==> src/rtl/program_loader.sv <==
// Program loader: collects a byte stream into 14-bit instruction words, then
// serves the word addressed by the CPU program counter while running.
module program_loader #(
  parameter int DEPTH  = 16,
  parameter int ADDR_W = 4
) (
  input  logic              clock,
  input  logic              reset,
  input  logic              load_valid,
  output logic              load_ready,
  input  logic [7:0]        load_byte,
  input  logic              load_last,
  input  logic              reload,
  input  logic [7:0]        pc,
  output logic [13:0]       instruction,
  output logic              running,
  output logic [ADDR_W:0]   word_count,
  output logic              pc_misaligned
);

  // state   | meaning
  // LOAD_LO | waiting for the low byte of a word (reset state)
  // LOAD_HI | low byte held, waiting for the high byte
  // RUN     | serving instructions to the CPU
  typedef enum logic [1:0] {
    LOAD_LO = 2'd0,
    LOAD_HI = 2'd1,
    RUN     = 2'd2
  } state_t;

  localparam logic [ADDR_W:0] L_DEPTH = (ADDR_W + 1)'(DEPTH);

  state_t             r_state;
  logic [7:0]         r_lo_hold;
  logic [ADDR_W:0]    r_word_count;
  logic [13:0]        r_instruction;
  logic [13:0]        r_mem [DEPTH];

  logic               w_xfer;
  logic [ADDR_W:0]    w_count_inc;
  logic [ADDR_W-1:0]  w_idx;
  logic               w_pc_in_range;
  logic [13:0]        w_next_instr;
  logic               w_unused_hi;

  assign load_ready = (r_state != RUN) && !reload && (r_word_count < L_DEPTH);
  assign w_xfer     = load_valid && load_ready;
  assign w_count_inc = r_word_count + 1'b1;

  // pc[1:0] never take part in indexing; upper pc bits must be zero
  assign w_idx         = pc[ADDR_W+1:2];
  assign w_pc_in_range = (pc[7:ADDR_W+2] == '0) && ({1'b0, w_idx} < r_word_count);
  assign w_next_instr  = w_pc_in_range ? r_mem[w_idx] : 14'h0000;

  // the two top bits of a high byte do not fit in a 14-bit word
  assign w_unused_hi = ^load_byte[7:6];

  always_ff @(posedge clock or posedge reset) begin
    if (reset) begin
      r_state       <= LOAD_LO;
      r_lo_hold     <= 8'h00;
      r_word_count  <= '0;
      r_instruction <= 14'h0000;
    end else if (reload) begin
      r_state       <= LOAD_LO;
      r_word_count  <= '0;
      r_instruction <= 14'h0000;
    end else begin
      case (r_state)
        LOAD_LO: begin
          r_instruction <= 14'h0000;
          if (w_xfer) begin
            r_lo_hold <= load_byte;
            r_state   <= LOAD_HI;
          end
        end
        LOAD_HI: begin
          r_instruction <= 14'h0000;
          if (w_xfer) begin
            r_word_count <= w_count_inc;
            if (load_last || (w_count_inc == L_DEPTH)) begin
              r_state <= RUN;
            end else begin
              r_state <= LOAD_LO;
            end
          end
        end
        RUN: begin
          r_instruction <= w_next_instr;
        end
        default: begin
          r_state       <= LOAD_LO;
          r_instruction <= 14'h0000;
        end
      endcase
    end
  end

  // storage is not reset; words at or above word_count are never served
  always_ff @(posedge clock) begin
    if (w_xfer && (r_state == LOAD_HI)) begin
      r_mem[r_word_count[ADDR_W-1:0]] <= {load_byte[5:0], r_lo_hold};
    end
  end

  assign instruction   = r_instruction;
  assign running       = (r_state == RUN);
  assign word_count    = r_word_count;
  assign pc_misaligned = (r_state == RUN) && (pc[1:0] != 2'b00);

endmodule

==> config.mk <==
export PLATFORM = sky130hd
export DESIGN_NAME = program_loader
export DESIGN_NICKNAME = d
export VERILOG_FILES = /design/src/rtl/program_loader.sv
export SDC_FILE = /design/constraint.sdc
export NUM_CORES = 1
export LEC_CHECK = 0
export ABC_CLOCK_PERIOD_IN_PS = 2200
export CAP_MARGIN = 20
export CORE_ASPECT_RATIO = 0.75
export CORE_MARGIN = 2
export CORE_UTILIZATION = 30
export CTS_BUF_LIST = sky130_fd_sc_hd__clkbuf_16
export DETAILED_ROUTE_END_ITERATION = 8
export PLACE_DENSITY = 0.52
export RECOVER_POWER = 100
export SYNTH_ARGS = -nofsm -noshare
export SYNTH_HDL_FRONTEND = slang
export SYNTH_SLANG_ARGS = --single-unit
==> constraint.sdc <==
create_clock -name clock -period 2.2 [get_ports clock]
set_input_delay 0.33 -clock clock [delete_from_list [all_inputs] [get_ports clock]]
set_output_delay 0.33 -clock clock [all_outputs]
set_load 0.02 [all_outputs]
; Yosys cells after proc, flatten, opt, wreduce, memory -nomap -nowiden
; Memory sizes are Yosys's and may differ from the RTL's.
; Index checks and enable logic that the tools add are counted.
[word_totals]
latchBits = 0
mem_bits_ro = 0
out_inout_bits = 22
elab_cells = 45
ramBits = 224
ff_bits = 29
n_memories = 1
inputBits = 21
[classes]
shift = 0
add_sub_neg = 1
n_eq_ne = 7
multipliers = 0
n_bitwise = 1
n_div = 0
n_lt_le_gt_ge = 2
muxes = 13
reduce_logical = 16
[mem_list]
columns = name, depth, word_bits, read_ports, rd_ports_with_merged_regs, wr, line
row1 = r_mem, 16, 14, 1, 0, 1, 37  ; logic [13:0] r_mem [DEPTH];
[ops]
columns = cell, count
row1 = $mux 14, 3
row2 = $mux 5, 3
row3 = $mux 2, 4
row4 = $logic_and 1x1->1, 6
row5 = $ne 3x3->1 const B, 2
row6 = $pmux 2 s3, 1
row7 = $reduce_and 3->1, 2
row8 = $reduce_bool 2->1, 3
row9 = $add 5x1->5 const B, 1
row10 = $eq 5x5->1 const B, 1
row11 = $lt 4x5->1, 1
row12 = $lt 5x5->1 const B, 1
row13 = $logic_not 2->1, 2
row14 = $ne 2x2->1 const B, 2
row15 = $eq 2x1->1 const B, 1
row16 = $eq 2x2->1 const B, 1
row17 = $mux 1, 2
row18 = $reduce_and 2->1, 1
row19 = $logic_not 1->1, 1
row20 = $logic_or 1x1->1, 1
row21 = $not 1->1, 1

; Logic depth before layout (Yosys ltp)
[depth]
depth_word = 7
mapped_depth = 7

; Least setup slack after synthesis
; Ideal clock, no wire load.
[synth_timing]
path_type = register to register
startpoint = reg r_word_count[4], in the netlist word_count[4]
endpoint = mem r_mem[3][0] (enable)
path_stages_with_launch = 5
required_time_ps = 1797
path_slack_ps = -259
t_arrival_ps = 2056
synth_period_minus_slack_ps = 2459
path_buffers = 0
cell_sequence = dfrtp_1 > nor2b_1 > and3_1 > nand2_1 > nor3_1
[synth_via]
elab_chain_len = 6
[synth_rtl]
columns = element, line
row1 = "start, declared", 35  ; logic [ADDR_W:0] r_word_count;
row2 = "start signal, assigned", 80  ; r_word_count <= w_count_inc;
row3 = $lt 5x5->1, 46  ; assign load_ready = (r_state != RUN) && !reload && (r_word_count < L_DEPTH);
row4 = $logic_and 1x1->1, 46
row5 = $logic_and 1x1->1, 47  ; assign w_xfer = load_valid && load_ready;
row6 = $logic_and 1x1->1, 101  ; if (w_xfer && (r_state == LOAD_HI)) begin
row7 = $mux 1, 101
row8 = $mux 1 (not written as such), 102  ; r_mem[r_word_count[ADDR_W-1:0]] <= {load_byte[5:0], r_lo_hold};
row9 = "end, declared", 37
; Every way passes these cells.

; Worst setup path in the final report
[layout_timing]
startpoint = reg r_word_count[2], in the netlist word_count[2]
endpoint = out word_count[2]
[layout_rtl]
columns = element, line
row1 = "end, declared", 17  ; output logic [ADDR_W:0] word_count,
; No word-level cell between the ends.

==> results.toml <==
[run_status]
status = "complete, no violations"

[sta]
worst_slack_ns = 0.1198
worst_slew_pin_slew_ns = 1.147
max_slew_margin_pct = 23.56
setup_violations = 0
rsz0062_at_grt = "no"
slew_violations = 0
period_share_pct = 94.56
finClkSkew_ns = 0.01726
hold_viol = 0
finalCriticalPeriod_ns = 2.080
timing.hold.ws_ns = 0.4313
fmax_mhz = 480.7

[worst_setup_path]
crit_buf_inv = 2
worstPathRequired_ns = 1.87
path_cells = "buf_4, dlygate4sd3_1"
cpLargestDelayFamily = "buffers and inverters"
slowest_stage = "dlygate4sd3_1"
worst-setup-path-type = "flip-flop to output pin"
crit_path_start = "word_count[2]$_DFFE_PP0P_"
crit_path_max_incr_delay_ns = 0.70
cp-start-kind = "flip-flop"
arrival_ns = 1.75
cp.depth = 2
end_kind = "output pin"
ff2ff_path_depth = 5
path_max_fanout = 9
r2r-start = "word_count[4]$_DFFE_PP0P_"

[power_and_ir_drop]
seqPwrFrac_pct = 55.4
internal_power_mw = 8.058
p_leak_nw = 3.954
ir_drop_mv = 0.4227
sw_frac_of_total_pct = 21.39
pwr-share-comb_pct = 4.7
powerDensity_nw_per_um2 = 866.7
switching_power_mw = 2.192
clkPwrFrac_pct = 39.9

[hold_path]
hold_class = "input port to flip-flop"
hold_depth = 2
hp-start = "load_byte[7]"

[synth]
synthAdderAreaFrac_pct = 1.028
synth_ff_type = "edfxtp_1"
ys_seq_area_share_pct = 76.57
yosys.area_share.simple_pct = 2.250
synth_warnings = 0
synthXorXnorAreaFrac_pct = 0.3599
synth_mux_area_share_pct = 14.31
synth_compound_gate_area_share_pct = 3.805
synth_cell_types = 31
netlist_instances = 454
synth.ff_latch_count = 253
netlist_area_um2 = 9733
ys_async_sr_fraction_pct = 11.46
synth_enable_flop_cells = 224
synth_top_family_by_area = "multiplexers"
syn_area_per_cell_um2 = 21.44
syn-num-nets = 483

[grt]
grt_max_degree = 31
grt_pass1_wl_mm = 34.71
antenna_found_initial = 0
grt_remaining_overflow = 0
grt_pass1_vias = 4887
grt_usage_pct = 14.35

[routing]
vias = 4853
via_per_inst = 4.805
highest_layer = "met4"
ant_nets = 0
drtIter0Drc = 496
route.detailed.drc = 0
wl_met2_mm = 9.640
drt_first_pass_iters = 5
wl_met1_mm = 11.96
drt-total-wl_mm = 23.90
wl_met3_mm = 1.911
wl_per_cell_um = 23.66

[placement]
gp_congestion = 0.8598
dp_worst_setup_slack_ns = -0.06602
hpwlAfterDp_mm = 15.88
place_area_um2 = 11130
portBuffers = 42

[job]
cap_violations = 0

[cts]
clock_sinks = 253
numCtsBuffers = 24
cts_tree = "built"
clockBufferDepth = 3
htreeDepth = 1
clk_latency_ns = 0.51
cts-root-buf = "clkbuf_16"
clk_pin_slew_worst_paths_ns = 0.06
postCtsHoldBufs = 0

[finish]
final_area_um2 = 11830
drive_above_1_share_pct = 23.59
num_antenna_cells = 0
area_growth_syn_to_layout_pct = 21.51
nNetsFinal = 579
final_cell_mix = "edfxtp_1, mux4_2, dfrtp_1"
final_common_cell = "edfxtp_1"

[die]
initial_core_util_pct = 30.26
rows = 57
core_area_um2 = 32160
io_pins = 43
die_w_um = 212.0
die_height_um = 160.0
die_area_um2 = 33920
## power by group through the flow
stage | combinational, mW | sequential [mW] | clock, mW
final | 0.481 | 5.68 | 4.09
after global routing | 0.520 | 5.70 | 4.37
after CTS | 0.499 | 5.68 | 4.18
after detailed placement | 0.499 | 5.79 | 0
after global placement | 0.493 | 5.77 | 0
after floorplan | 0.279 | 5.63 | 0
## logic make-up after synthesis
group	after synthesis
flip-flops	253
multiplexers	64
adder cells (fa/ha/maj)	8
AND/OR/NAND/NOR	47
AO/OA/AOI/OAI	51
XOR/XNOR	4
buffers and inverters	27
## area by class of cell
class,count,area [µm²]
Sequential cell,253,7452
Fill cell,2970,20340
Inverter,6,22.52
Tap cell,442,553.0
Clock buffer,25,625.6
Timing Repair Buffer,91,890.9
Multi-Input combinational cell,174,2117
Clock inverter,19,165.2
## path summary, 6_finish.rpt
check / slack [ns] / end
hold / removal: 0.43 / r_lo_hold[7]$_DFFE_PP0P_
setup / recovery: 0.12 / word_count[2]
setup reg to reg: 0.18 / r_mem[3][7]$_DFFE_PP_
hold reg to reg: 0.49 / r_state[0]$_DFFE_PP0P_
min in group asynchronous: 0.50 / r_lo_hold[6]$_DFFE_PP0P_
max in group asynchronous: 1.12 / instruction[6]$_DFF_PP0_
## routing by layer
layer  vias up  track usage [%]
met5         -                0
met4         0            2.305
li1       2072                -
met1      2552            23.60
met3        26            3.186
met2       203            19.37
## state kept, by name, summed over array words and instances, names as in the netlist
name / flops
r_state: 2
word_count: 5
r_lo_hold: 8
instruction: 14
r_mem: 224
## cell usage after synthesis (all sizes together), types with 2 or more instances
cell type,n,area (µm²)
dfrtp,29,725.7
clkbuf,6,22.52
buf,15,118.9
nand4,2,12.51
nor2,19,71.32
a22oi,28,245.2
nor3,7,35.03
edfxtp,224,6726
nand2,10,37.54
ha,8,100.1
nor2b,3,18.77
mux4,56,1303
a21oi,18,90.09
inv,6,22.52
mux2,8,90.09
xnor2,4,35.03
and3b,2,17.52
## through the flow
stage	total power, mW	instances	utilization, %	TNS (ns)
after global routing	10.59	1010	36.77	0
after global placement	6.265	966	34.61	-3.354
final	10.25	1010	36.77	0
after detailed placement	6.286	966	34.61	-7.628
after floorplan	5.906	454	-	0
after CTS	10.36	1010	37.06	0
## worst reg2reg max path: stages, from the launching register on
cell,delay (ns)
dfrtp_1,0.42
nor2b_1,0.24
and3_1,0.36
nand2_1,0.19
nor3_1,0.32
buf_12,0.20
## what timing repair did
item	in CTS	in global routing
setup endpoints to repair	3	0
resized for setup	3	0
buffers inserted	0	0
Note: power is estimated with default switching activity, not from simulation.
